**src/rtl/pipe_pkg.sv**
```systemverilog
// pipe_pkg: shared slot state encoding and bubble payload for the elastic pipeline.
package pipe_pkg;
    typedef enum logic [1:0] {PS_EMPTY, PS_ONE, PS_TWO} pipe_state_t;
    localparam int PIPE_MAX_W = 1024;
    localparam logic [PIPE_MAX_W-1:0] PIPE_BUBBLE = '0;
endpackage

```
**src/rtl/pipe_slot.sv**
```systemverilog
// pipe_slot: one elastic register slot; PIPE_SKID_EN adds a skid entry so in_ready is registered.
module pipe_slot
    import pipe_pkg::*;
#(
    parameter int WIDTH = 32
) (
    input  logic             clk,
    input  logic             clr,
    input  logic             flush,
    input  logic             in_valid,
    output logic             in_ready,
    input  logic [WIDTH-1:0] in_data,
    output logic             out_valid,
    input  logic             out_ready,
    output logic [WIDTH-1:0] out_data
);
    pipe_state_t state_q, state_d;
    logic [WIDTH-1:0] main_q, main_d;
    logic in_fire, out_fire;
`ifdef PIPE_SKID_EN
    logic [WIDTH-1:0] skid_q, skid_d;
    assign in_ready = state_q != PS_TWO;
`else
    assign in_ready = state_q == PS_EMPTY || out_ready;
`endif
    assign out_valid = state_q != PS_EMPTY;
    assign out_data  = main_q;
    assign in_fire   = in_valid && in_ready;
    assign out_fire  = out_valid && out_ready;

    always_comb begin
        state_d = state_q;
        main_d  = main_q;
`ifdef PIPE_SKID_EN
        skid_d  = skid_q;
`endif
        if (flush) begin
            state_d = PS_EMPTY;
            main_d  = PIPE_BUBBLE[WIDTH-1:0];
`ifdef PIPE_SKID_EN
            skid_d  = PIPE_BUBBLE[WIDTH-1:0];
`endif
        end else begin
            case (state_q)
                PS_EMPTY: begin
                    if (in_fire) begin
                        state_d = PS_ONE;
                        main_d  = in_data;
                    end
                end
                PS_ONE: begin
`ifdef PIPE_SKID_EN
                    // Parked entry goes to skid so main keeps presenting the head.
                    if (in_fire && !out_fire) begin
                        state_d = PS_TWO;
                        skid_d  = in_data;
                    end else
`endif
                    if (in_fire) main_d = in_data;
                    else if (out_fire) state_d = PS_EMPTY;
                end
`ifdef PIPE_SKID_EN
                PS_TWO: begin
                    if (out_fire) begin
                        state_d = PS_ONE;
                        main_d  = skid_q;
                    end
                end
`endif
                default: state_d = PS_EMPTY;
            endcase
        end
    end

    always_ff @(posedge clk) begin
        if (clr) begin
            state_q <= PS_EMPTY;
            main_q  <= '0;
`ifdef PIPE_SKID_EN
            skid_q  <= '0;
`endif
        end else begin
            state_q <= state_d;
            main_q  <= main_d;
`ifdef PIPE_SKID_EN
            skid_q  <= skid_d;
`endif
        end
    end
endmodule

```
**src/rtl/pipe_elastic.sv**
```systemverilog
// pipe_elastic: DEPTH-slot valid/ready register chain with flush and occupancy count.
// Define PIPE_SKID_EN for two entries per slot and a registered in_ready.
module pipe_elastic
    import pipe_pkg::*;
#(
    parameter int WIDTH = 32,
    parameter int DEPTH = 1,
    localparam int OCC_W = $clog2(2 * DEPTH + 1)
) (
    input  logic             clk,
    input  logic             clr,
    input  logic             flush,
    input  logic             in_valid,
    output logic             in_ready,
    input  logic [WIDTH-1:0] in_data,
    output logic             out_valid,
    input  logic             out_ready,
    output logic [WIDTH-1:0] out_data,
    output logic [OCC_W-1:0] occupancy
);
    logic             v [0:DEPTH];
    logic             r [0:DEPTH];
    logic [WIDTH-1:0] d [0:DEPTH];
    logic [OCC_W-1:0] occ_q, occ_d;
    logic in_fire, out_fire;

    assign v[0]      = in_valid;
    assign d[0]      = in_data;
    assign in_ready  = r[0];
    assign r[DEPTH]  = out_ready;
    assign out_valid = v[DEPTH];
    assign out_data  = d[DEPTH];
    assign occupancy = occ_q;

    for (genvar i = 0; i < DEPTH; i++) begin : g_slot
        pipe_slot #(.WIDTH(WIDTH)) u_slot (
            .clk      (clk),
            .clr      (clr),
            .flush    (flush),
            .in_valid (v[i]),
            .in_ready (r[i]),
            .in_data  (d[i]),
            .out_valid(v[i+1]),
            .out_ready(r[i+1]),
            .out_data (d[i+1])
        );
    end

    assign in_fire  = in_valid && in_ready;
    assign out_fire = out_valid && out_ready;
    assign occ_d    = flush ? '0 : occ_q + OCC_W'(in_fire) - OCC_W'(out_fire);

    always_ff @(posedge clk) begin
        if (clr) occ_q <= '0;
        else     occ_q <= occ_d;
    end
endmodule

```
**config.mk**
```make
export PLATFORM = sky130hd
export DESIGN_NAME = pipe_elastic
export DESIGN_NICKNAME = d
export VERILOG_FILES = /design/src/rtl/pipe_pkg.sv /design/src/rtl/pipe_slot.sv /design/src/rtl/pipe_elastic.sv
export SDC_FILE = /design/constraint.sdc
export NUM_CORES = 1
export LEC_CHECK = 0
export ABC_AREA = 1
export BUFFER_PORTS_ARGS = -buffer_cell sky130_fd_sc_hd__buf_4
export CORE_UTILIZATION = 51
export DETAILED_ROUTE_END_ITERATION = 10
export MAX_ROUTING_LAYER = met4
export PLACE_DENSITY_LB_ADDON = 0.12
export SLEW_MARGIN = 10
export SYNTH_ARGS = -nofsm -noshare
export SYNTH_HDL_FRONTEND = slang
export SYNTH_SLANG_ARGS = --single-unit
```
**constraint.sdc**
```tcl
create_clock -name clk -period 3 [get_ports clk]
set_clock_uncertainty 0.2 [all_clocks]
set_input_delay 0.3 -clock clk [delete_from_list [all_inputs] [get_ports clk]]
set_output_delay 0.3 -clock clk [all_outputs]
set_load 0.01 [all_outputs]
```
## After elaboration in Yosys (flattened, before gate mapping)

Cells that the tools add are included.

| word-level totals | value |
|---|---|
| flip-flop bits (word level) | 36 |
| input port bits | 37 |
| output and inout port bits | 36 |

| operators by class | value |
|---|---|
| add/subtract/negate cells | 2 |
| muxes and demuxes | 4 |
| eq/ne operators | 4 |
| reduce and logical (&&, ||, !) cells | 9 |

Operators by type and width:

| cell | number |
|---|---|
| $mux 2 | 3 |
| $ne 2x2->1 const B | 3 |
| $pmux 2 s2 | 1 |
| $reduce_or 2->1 | 2 |
| $reduce_and 3->1 | 1 |
| $add 2x1->2 | 1 |
| $eq 2x1->1 const B | 1 |
| $logic_and 1x1->1 | 2 |
| $logic_not 2->1 | 1 |
| $reduce_and 2->1 | 1 |
| $reduce_bool 2->1 | 1 |
| $sub 2x1->2 | 1 |
| $logic_or 1x1->1 | 1 |

## Logic depth before layout (Yosys ltp)

| depth | value |
|---|---|
| word-level depth | 5 |
| depth in mapped cells | 13 |
| gate-level depth less buffers | 11 |

## Hierarchy

Synthesis repeated with hierarchy kept, for this count alone.

| second synthesis, totals | value |
|---|---|
| cells, all modules | 234 |
| area, all modules | 1667.8 sq um |

By module, submodules not included:

| module | instances | cells an instance | area each (sq um) |
|---|---|---|---|
| pipe_slot | 1 | 215 | 1540.2 |
| pipe_elastic | 1 | 19 | 127.6 |

## Worst setup path before layout

Ideal clock, no wire load.

| timing path | value |
|---|---|
| path kind | register to register |
| from | register g_slot[0].u_slot.state_q[0] |
| to | register occ_q[1], in the netlist occupancy[1] |
| clock period less this slack | 1.822 ns |
| path slack | 1.178 ns |
| setup time | 0.115 ns |
| cell stages (with the launch flop) | 12 |
| arrival | 1.507 ns |
| data required time | 2.685 ns |
| path through | dfxtp_1 -> nand2_4 -> buf_8 -> buf_8 -> nand2_1 -> ha_1 -> inv_1 -> ha_1 -> inv_1 -> nand2_1 -> a21oi_1 -> nor2_1 |

| between the ends | value |
|---|---|
| word-level cells in the longest chain between the ends | 5 |
| elaborated cells on any way between the ends | 7 |
| those cells by class | 2 x add/sub; 5 x reduce/logical |

Ends and longest elaborated chain:

| what | line | source |
|---|---|---|
| from (decl) | pipe_slot.sv:17 | `pipe_state_t state_q, state_d;` |
| from (signal assigned) | pipe_slot.sv:83 | `state_q <= state_d;` |
| $logic_not 2->1 | pipe_slot.sv:24 | `assign in_ready = state_q == PS_EMPTY \|\| out_ready;` |
| $logic_or 1x1->1 | pipe_slot.sv:24 |  |
| via in_ready | pipe_elastic.sv:14 | `output logic in_ready,` |
| $logic_and 1x1->1 | pipe_elastic.sv:49 | `assign in_fire = in_valid && in_ready;` |
| $add 2x1->2 | pipe_elastic.sv:51 | `assign occ_d = flush ? '0 : occ_q + OCC_W'(in_fire) - OCC_W'(out_fire);` |
| $sub 2x1->2 | pipe_elastic.sv:51 |  |
| to (signal assigned) | pipe_elastic.sv:54 | `if (clr) occ_q <= '0;` |
| to (signal assigned) | pipe_elastic.sv:55 | `else occ_q <= occ_d;` |
| to (decl) | pipe_elastic.sv:24 | `logic [OCC_W-1:0] occ_q, occ_d;` |

The timed path passes the listed nets, and every way through them passes these cells.
A chain may end at the register's enable or synchronous reset.

## Final worst setup path

| timing path | value |
|---|---|
| from | register g_slot[0].u_slot.state_q[0] |
| to | output in_ready |

| between the ends | value |
|---|---|
| word-level cells in the longest chain between the ends | 2 |

Ends and longest elaborated chain:

| what | line |
|---|---|
| $logic_not 2->1 | pipe_slot.sv:24 |
| $logic_or 1x1->1 | pipe_slot.sv:24 |
| to (decl) | pipe_elastic.sv:14 |

Every way passes these cells.

==> run metrics <==
# diodes 0; DRT Pass-1 Iters 4; Setup Viol. Count Final 0; Final ANT Viol Nets 0; maximum vdd drop 0.0003122 V; Setup Crit Path Kind reg -> out; Fin Hold WS 0.07872 ns; Die ar. 0.003688 mm²; Power Density 401.1 mW/mm²; Die Y 60.73 µm; Initial DRC Count 42; Leakage 1.182 nW; arrival time at the worst endpoint 1.59 ns; grt total ovfl 0; vias per cell 4.633; power share of the clock group 24.3%; CTS root buffer clkbuf_4; Sum Neg Setup Slack 0 ns; Tot GR Track Use 20.26%; placeable core area 0.003153 mm²; syn_area_per_cell 7.518 µm²; post-synth cell types 17; internal cell power 665.1 µW; initial antenna violation count 0; RD Place Congestion 0.7486; Mapped Cells 234; worst skew pair latency 0.32 ns; Worst setup EP type output port; min cycle time layout 2.086 ns; CTS Buffer Depth 2; Synth warnings 0; Critical Path Slowest Stage Cell buf_4; largest net degree at the start of global routing 67; Port Buffers 72; delay-heaviest family, CP buffers and inverters; via count 1580; first-pass GRT wire length 5395 µm; Fmax 0.4793 GHz; Area growth syn-to-layout 28.09%; Initial Utilization 55.79%; layout cell share with drive strength beyond 1 36.70%; cts hold-fix bufs 0; Sw Pwr 238.6 µW; DRC viols 0; Flop pwr share 55.3%; register bit count reported by yosys 35; RSZ-0062 raised after global routing false; post-synthesis cell area 0.001759 mm²; clock-pin slew on the worst setup and hold paths 0.09 ns; worst min-delay path category in -> reg; Final Max Tran Viols 0; crit path buf inv count 2; worst slew pin tran 0.7444 ns; CP max FO 66; fin nets 337; vias in the first global route 1315; Syn Nets 273; Seq/Total Area, Yosys 39.83%; CTS tree built; cts bufs inserted 5; Gate power share 20.4%; cell taking the most area after synthesis dfxtp_1; Non-Filler Instances 341; post-synth top area share 39.83%; Routed WL per cell 9.698 µm; max incr delay on CP 0.59 ns; count of final hold-check violations 0; max_cap viols 0; post-CTS setup buffers 0; max_slew headroom 50.37%; CTS Sinks 35; crit share post-route 69.55%; run status finished, final reports clean; H-tree levels 2; synth top area cells dfxtp_1 40%, a21oi_2 13%, nand3_1 9.4%; drt total wl 3307 µm; die width 60.73 µm; # IOs 73; Critical Path Source Type flip-flop; CP Data Required Time 2.50 ns; CP cell instances nand2_4 > buf_4 > buf_4; Rows 20; DP HPWL 2284 µm; switch share 26.40%; CP dominant cell by count buf_4; post-CTS sizing 0; fin util 71.47%; dpl cells 335
worst min-delay path, cell delays in order:
cell	delay, ns
buf_4	0.07
inv_1	0.03
nand3_1	0.06
nand2_1	0.05
nor2_1	0.07
per-stage QoR:
| step | power, mW | setup WS [ns] | cell area, µm² |
|---|---|---|---|
| detailed placement | 0.6970 | 1.173 | 2212 |
| global placement | 0.6934 | 1.192 | 2212 |
| finish | 0.9037 | 0.9135 | 2253 |
| global route | 0.9620 | 0.7813 | 2253 |
| floorplan | 0.6269 | 1.178 | 1759 |
| CTS | 0.9147 | 0.8864 | 2253 |
layout make-up:
cell class / instances / area [µm²]
multi-input combinational: 142 / 750.7
tap: 44 / 55.05
timing repair buffer: 74 / 555.5
sequential: 35 / 700.7
inverter: 40 / 150.1
clock buffer: 6 / 41.29
fill: 309 / 899.6
synth_stat cells (all sizes together):
cell    instances
inv            40
nand2          38
dfxtp          35
nor2           35
a21oi          34
nand3          33
buf            16
ha              2
clkbuf          1
flip-flops by register name, summed over array words and instances (netlist names):
name / count
occupancy: 2
g_slot.u_slot.state_q: 1
g_slot.u_slot.out_data: 32
power groups by stage:
stage                     sequential, mW  clock [mW]  combinational (mW)
after floorplan                    0.519           0               0.108
after global placement             0.511           0               0.183
after detailed placement           0.511           0               0.186
after CTS                          0.500       0.228               0.186
after global routing               0.503       0.253               0.206
final                              0.500       0.220               0.184
cell families after synthesis:
logic type | Yosys count | synth area share (%)
buffers and inverters | 57 | 17.50
DFF | 35 | 39.83
adders and majority gates | 2 | 1.422
and+or+nand+nor | 106 | 25.82
AOI/OAI and AO/OA | 34 | 15.43
routing by layer:
layer	part of all wire (%)	global-route usage [%]	up-vias
met3	8.2	7.036	6
met2	44	32.50	53
met4	1.3	6.818	0
met1	46	23.64	676
met5	0	-	-
li1	-	-	845
cells in the final DEF, fill, tap and decap left out:
cell,netlist,routed
buf_4,2,74
inv_1,39,39
nand2_1,37,37
dfxtp_1,35,35
nor2_1,34,34
nand3_1,33,33
a21oi_2,27,27
a21oi_1,7,7
clkbuf_4,0,5
ha_1,2,2
inv_2,1,1
nand2_4,1,1
nor2_4,1,1
clkbuf_1,1,1
worst paths after layout:
kind	start	to	slack [ns]	depth (start not counted)
worst max register to register	g_slot[0].u_slot.state_q[0]$_SDFFE_PP0P_	g_slot[0].u_slot.out_data[27]$_SDFFE_PP0P_	1.37	5
worst min-delay path	in_data[31]	g_slot[0].u_slot.out_data[31]$_SDFFE_PP0P_	0.08	5
worst max-delay path	g_slot[0].u_slot.state_q[0]$_SDFFE_PP0P_	in_ready	0.91	3
worst min register to register	g_slot[0].u_slot.out_data[4]$_SDFFE_PP0P_	g_slot[0].u_slot.out_data[4]$_SDFFE_PP0P_	0.29	2
Note: power is estimated with default switching activity, not from simulation.
